File: config.mk
export PLATFORM = sky130hd
export DESIGN_NAME = tile_spawner
export DESIGN_NICKNAME = d
export VERILOG_FILES = /design/src/rtl/tile_spawner.sv
export SDC_FILE = /design/constraint.sdc
export NUM_CORES = 1
export LEC_CHECK = 0
export CORE_MARGIN = 3
export CORE_UTILIZATION = 40
export DETAILED_ROUTE_END_ITERATION = 10
export GPL_TIMING_DRIVEN = 0
export PLACE_DENSITY = 0.67
export SLEW_MARGIN = 20
export SYNTH_ARGS = -nofsm -noshare
export SYNTH_HDL_FRONTEND = slang
export SYNTH_SLANG_ARGS = --single-unit
export TNS_END_PERCENT = 10
File: constraint.sdc
create_clock -name clk -period 10.9 [get_ports clk]
set_clock_uncertainty 0.15 [all_clocks]
set_input_delay 2.18 -clock clk [delete_from_list [all_inputs] [get_ports clk]]
set_output_delay 2.18 -clock clk [all_outputs]
set_load 0.01 [all_outputs]
File: src/rtl/tile_spawner.sv
// tile_spawner: after a settled 2048 move, drops one new tile into a
// pseudo-randomly chosen empty cell of the 4x4 board.
//
// Ports:
//   clk, rst        rising-edge clock, synchronous active-high reset
//   start           request pulse, sampled only while idle
//   moved           board changed by the move (sampled with start)
//   matrix          settled board, 16 x 12-bit cells, 0 = empty
//   out_matrix      board after the spawn, updated only in DONE
//   busy            high in every state except IDLE
//   done            one-cycle completion pulse
//   spawned         a tile was placed (held until next start)
//   full            out_matrix has no empty cell (held until next start)
//   spawn_row/col   coordinates of the placed tile (held until next start)
//
// Build option: define FOUR_TILE_EN to spawn a 4 instead of a 2 roughly
// one time in sixteen. Without it the new tile is always a 2.

module tile_spawner #(
    parameter logic [15:0] SEED = 16'hB5A3
) (
    input  logic                  clk,
    input  logic                  rst,
    input  logic                  start,
    input  logic                  moved,
    input  logic [3:0][3:0][11:0] matrix,
    output logic [3:0][3:0][11:0] out_matrix,
    output logic                  busy,
    output logic                  done,
    output logic                  spawned,
    output logic                  full,
    output logic [1:0]            spawn_row,
    output logic [1:0]            spawn_col
);

    // An all-zero seed would lock the LFSR up.
    localparam logic [15:0] SEED_EFF = (SEED == 16'h0000) ? 16'h0001 : SEED;

    typedef enum logic [2:0] {
        S_IDLE,
        S_COUNT,
        S_PICK,
        S_PLACE,
        S_DONE
    } state_t;

    state_t state;
    state_t state_nx;

    logic [15:0]            lfsr;
    logic                   lfsr_fb;
    logic [3:0][3:0][11:0]  board;
    logic [3:0]             idx;
    logic [4:0]             zc;
    logic [4:0]             zc_inc;
    logic [3:0]             k;
    logic [4:0]             zs;
    logic [11:0]            cur_cell;
    logic                   cell_zero;
    logic                   pick_stay;
    logic                   hit;
    logic                   board_has_zero;
    logic [11:0]            tile_now;

    // x^16 + x^14 + x^13 + x^11 + 1, shifting toward the MSB.
    assign lfsr_fb = lfsr[15] ^ lfsr[13] ^ lfsr[12] ^ lfsr[10];

    assign cur_cell  = board[idx[3:2]][idx[1:0]];
    assign cell_zero = (cur_cell == 12'd0);
    assign zc_inc    = zc + {4'd0, cell_zero};

    // Modulo by repeated subtraction: k ends below zc.
    assign pick_stay = ({1'b0, k} >= zc);

    // The k-th empty cell (zero-based) in scan order gets the tile.
    assign hit = (state == S_PLACE) && cell_zero && (zs == {1'b0, k});

    always_comb begin
        board_has_zero = 1'b0;
        for (int r = 0; r < 4; r++) begin
            for (int c = 0; c < 4; c++) begin
                if (board[r][c] == 12'd0) begin
                    board_has_zero = 1'b1;
                end
            end
        end
    end

`ifdef FOUR_TILE_EN
    // Value is decided from the LFSR in the first PLACE cycle and held
    // for the rest of the scan.
    logic [11:0] tile_first;
    logic [11:0] tile_q;

    assign tile_first = (lfsr[7:4] == 4'h0) ? 12'd4 : 12'd2;
    assign tile_now   = (idx == 4'd0) ? tile_first : tile_q;

    always_ff @(posedge clk) begin
        if (rst) begin
            tile_q <= 12'd2;
        end else if (state == S_PLACE && idx == 4'd0) begin
            tile_q <= tile_first;
        end
    end
`else
    assign tile_now = 12'd2;
`endif

    // State register.
    always_ff @(posedge clk) begin
        if (rst) begin
            state <= S_IDLE;
        end else begin
            state <= state_nx;
        end
    end

    // Next-state logic.
    always_comb begin
        state_nx = state;
        unique case (state)
            S_IDLE: begin
                if (start) begin
                    state_nx = moved ? S_COUNT : S_DONE;
                end
            end
            S_COUNT: begin
                if (idx == 4'd15) begin
                    state_nx = (zc_inc == 5'd0) ? S_DONE : S_PICK;
                end
            end
            S_PICK: begin
                if (!pick_stay) begin
                    state_nx = S_PLACE;
                end
            end
            S_PLACE: begin
                if (idx == 4'd15) begin
                    state_nx = S_DONE;
                end
            end
            S_DONE: begin
                state_nx = S_IDLE;
            end
            default: begin
                state_nx = S_IDLE;
            end
        endcase
    end

    // Outputs decoded from state.
    always_comb begin
        busy = (state != S_IDLE);
        done = (state == S_DONE);
    end

    // Datapath.
    always_ff @(posedge clk) begin
        if (rst) begin
            lfsr       <= SEED_EFF;
            board      <= '0;
            idx        <= 4'd0;
            zc         <= 5'd0;
            zs         <= 5'd0;
            k          <= 4'd0;
            out_matrix <= '0;
            spawned    <= 1'b0;
            full       <= 1'b0;
            spawn_row  <= 2'd0;
            spawn_col  <= 2'd0;
        end else begin
            lfsr <= {lfsr[14:0], lfsr_fb};
            unique case (state)
                S_IDLE: begin
                    if (start) begin
                        board     <= matrix;
                        spawned   <= 1'b0;
                        full      <= 1'b0;
                        spawn_row <= 2'd0;
                        spawn_col <= 2'd0;
                        idx       <= 4'd0;
                        zc        <= 5'd0;
                        zs        <= 5'd0;
                    end
                end
                S_COUNT: begin
                    idx <= idx + 4'd1;
                    zc  <= zc_inc;
                    if (idx == 4'd15) begin
                        if (zc_inc == 5'd0) begin
                            full <= 1'b1;
                        end else begin
                            k <= lfsr[3:0];
                        end
                    end
                end
                S_PICK: begin
                    // zc <= k <= 15 whenever we subtract, so zc[3:0] is exact.
                    if (pick_stay) begin
                        k <= k - zc[3:0];
                    end
                end
                S_PLACE: begin
                    idx <= idx + 4'd1;
                    if (cell_zero) begin
                        zs <= zs + 5'd1;
                    end
                    if (hit) begin
                        board[idx[3:2]][idx[1:0]] <= tile_now;
                        spawned   <= 1'b1;
                        spawn_row <= idx[3:2];
                        spawn_col <= idx[1:0];
                    end
                end
                S_DONE: begin
                    out_matrix <= board;
                    full       <= ~board_has_zero;
                end
                default: begin
                end
            endcase
        end
    end

endmodule

==> results.tsv <==
stage	metric	value	unit
status	status	completed	
clock_network	Bufs on Longest Clock Path	3	
sta	fin crit share	46.97	%
sta	Fin. Hold Viols	0	
sta	unrepaired setup endpoints after global routing	no	
route	1st-pass router iterations	7	
place	Placed Cells	2576	
layout	Layout fillers	3390	
synthesis	synth unique cells	55	
sta	Highest Clock Rate	195.3	MHz
synthesis	Post-Syn Instances	1671	
global_route	global-route wire length before repair	83350	um
sta	clock period minus worst slack	5.120	ns
sta	setup tns final	0	ns
clock_network	hold_buf cts	0	
sta	final setup vio count	0	
floorplanning	CORE AREA	38110	um^2
clock_network	clk_lat worst skew	0.57	ns
synthesis	Syn Nets	1879	
clock_network	Root Driver	clkbuf_16	
floorplanning	Die X	203.6	um
job	# Max-Cap Violations	0	
synthesis	syn_area_per_cell	9.346	um^2
route	WL final	55350	um
layout	non-filler cells, final	2666	
global_route	vias in the first global route	14158	
floorplanning	Cell Rows	71	
hold_path	Hold Path Class	register to register	
synthesis	EDFF count, synth	0	
setup_path	CP Data Required Time	8.57	ns
clock_network	post_cts resized	0	
place	PortBufs	394	
floorplanning	Initial Utilization	40.98	%
power	VDD IR max	0.1263	mV
synthesis	mapped cell area	15620	um^2
layout	area growth from synthesis to final layout	39.25	%
global_route	gr ovfl total	0	
floorplanning	die height	203.6	um
setup_path	endpoint type of the worst setup path	output port	
clock_network	CTS tree	built	
route	Post-DRT Antenna Nets	0	
synthesis	flip-flop and latch count after synthesis	427	
clock_network	CTS H-tree lvls	2	
synthesis	Synth Flop Type	dfxtp_1	
sta	max-slew violation count	0	
layout	final core occ	57.06	%
global_route	initial antenna violation count	9	
route	via count	14287	
floorplanning	IO Count	396	
clock_network	Worst-path clk slew	0.06	ns
global_route	largest net degree at the start of global routing	14	
sta	worst-margin pin slew	1.036	ns
place	gpl congestion	0.9443	
place	dpl hpwl	41360	um
synthesis	Ys Warns	0	
global_route	global router's overall resource usage	25.82	%
setup_path	Setup crit start kind	register	
route	Vias/cell	5.359	
clock_network	number of buffers created by CTS	46	
route	Wirelength per Cell	20.76	um
synthesis	post-synthesis sequential area ratio	54.73	%
setup_path	WS Path Type	register to output port	
setup_path	WP data arrival	2.79	ns
synthesis	ys async rst share	0	%
sta	Max-slew headroom	30.91	%
layout	Final #Nets	2321	
power	Leak	7.746	nW
setup_path	CP max FO	10	
route	DRC	0	
clock_network	CTS sink cnt	427	
floorplanning	die area	41450	um^2
clock_network	Post-CTS Setup Inserts	0	
power	Power Density	177.7	nW/um^2
layout	layout cell share with drive strength beyond 1	6.788	%
route	Initial DRC Count	957	
## area by class of cell
cell class,count,area (um^2),area share (%)
Timing Repair Buffer,394,3944,18.13
Multi-Input combinational cell,1100,6345,29.18
Clock buffer,62,1291,5.938
Inverter,13,48.80,0.2244
Buffer,131,675.6,3.107
Tap cell,511,639.4,2.940
Antenna cell,4,10.01,0.04603
Clock inverter,24,245.2,1.128
Sequential cell,427,8548,39.31
## worst paths after layout
check                       end                    from  slack [ns]  cells past startpoint
min reg2reg  lfsr[8]$_SDFF_PP1_      lfsr[7]$_SDFF_PP1_        0.26                      1
max reg2reg   k[3]$_SDFFE_PP0P_  board[38]$_SDFFE_PP0P_        6.01                     16
max                        done   state[0]$_SDFFE_PP0P_        5.78                      6
min          lfsr[8]$_SDFF_PP1_      lfsr[7]$_SDFF_PP1_        0.26                      1
## metal layers
metal | track usage [%] | wire [um]
met1 | 31.71 | 22310
met3 | 6.975 | 4657
met2 | 43.15 | 26120
met4 | 10.37 | 2225
met5 | 0 | 34
## sequential cells by signal (all words and copies together) (netlist names), 3 cells and up
signal / count
board: 192
out_matrix: 192
lfsr: 16
zc: 5
zs: 5
idx: 4
state: 3
k: 4
## logic make-up (layout without fill, tap and decap cells)
group           count (synthesis)  after routing  synth area share, %
fa+ha+maj                      12             12                1.009
buf+inv                       144            624                4.639
simple gates                  566            566                15.44
compound gates                497            497                22.51
flops                         427            427                54.73
mux                            11             11               0.8813
other cells                     0              4                    0
xor+xnor                       14             14               0.7851
## cell usage in the layout, fill, tap and decap left out, drive strengths merged, types with 11 or more instances in the layout
| cell type | netlist | routed |
|---|---|---|
| nor3 | 14 | 14 |
| nand3 | 25 | 25 |
| a31oi | 36 | 36 |
| a21oi | 227 | 227 |
| nor4 | 30 | 30 |
| ha | 11 | 11 |
| inv | 12 | 14 |
| clkbuf | 93 | 155 |
| or2 | 11 | 11 |
| o21ai | 30 | 30 |
| clkinv | 1 | 18 |
| a22o | 176 | 176 |
| buf | 38 | 38 |
| clkdlybuf4s50 | 0 | 394 |
| nor2 | 45 | 45 |
| dfxtp | 427 | 427 |
| nand2 | 402 | 402 |
## where the power goes
part | internal, mW | switching (mW)
logic | 0.241 | 0.314
clock network | 0.930 | 0.644
registers | 1.66 | 0.0778
## metrics by stage
stage	area [um^2]	power, mW	hold slack (ns)	worst slack, ns
5_1_grt	21750	4.013	0.2708	5.553
6_report	21750	3.864	0.2578	5.780
2_1_floorplan	15620	2.043	0.2395	7.220
4_1_cts	21740	3.886	0.2630	5.723
3_5_place_dp	20200	2.315	0.2483	5.560
3_3_place_gp	20200	2.306	0.2418	5.626
## cell usage after synthesis, types with 9 or more instances
library cell  count  share of area, %
dfxtp_1         427                55
nand2_1         402               9.7
a21oi_1         226               7.2
a22o_1          176               9.9
clkbuf_1         93               2.2
nor2_1           43               1.0
nor4_1           30               1.2
o21ai_0          28              0.90
nand3_1          25              0.80
a31oi_1          22              0.88
buf_6            20               1.4
a31oi_4          14               1.9
nor3_1           14              0.45
inv_1            12              0.29
ha_1             11              0.88
or2_2            11              0.44
xor2_1            9              0.50
## worst max-delay path, cell delays in order (launching register included)
cell	delay, ns
dfxtp_1	0.30
clkbuf_1	0.20
nor2_1	0.23
nand2_1	0.23
inv_1	0.21
clkbuf_1	0.39
clkdlybuf4s50_1	0.66
Note: power is estimated with default switching activity, not from simulation.
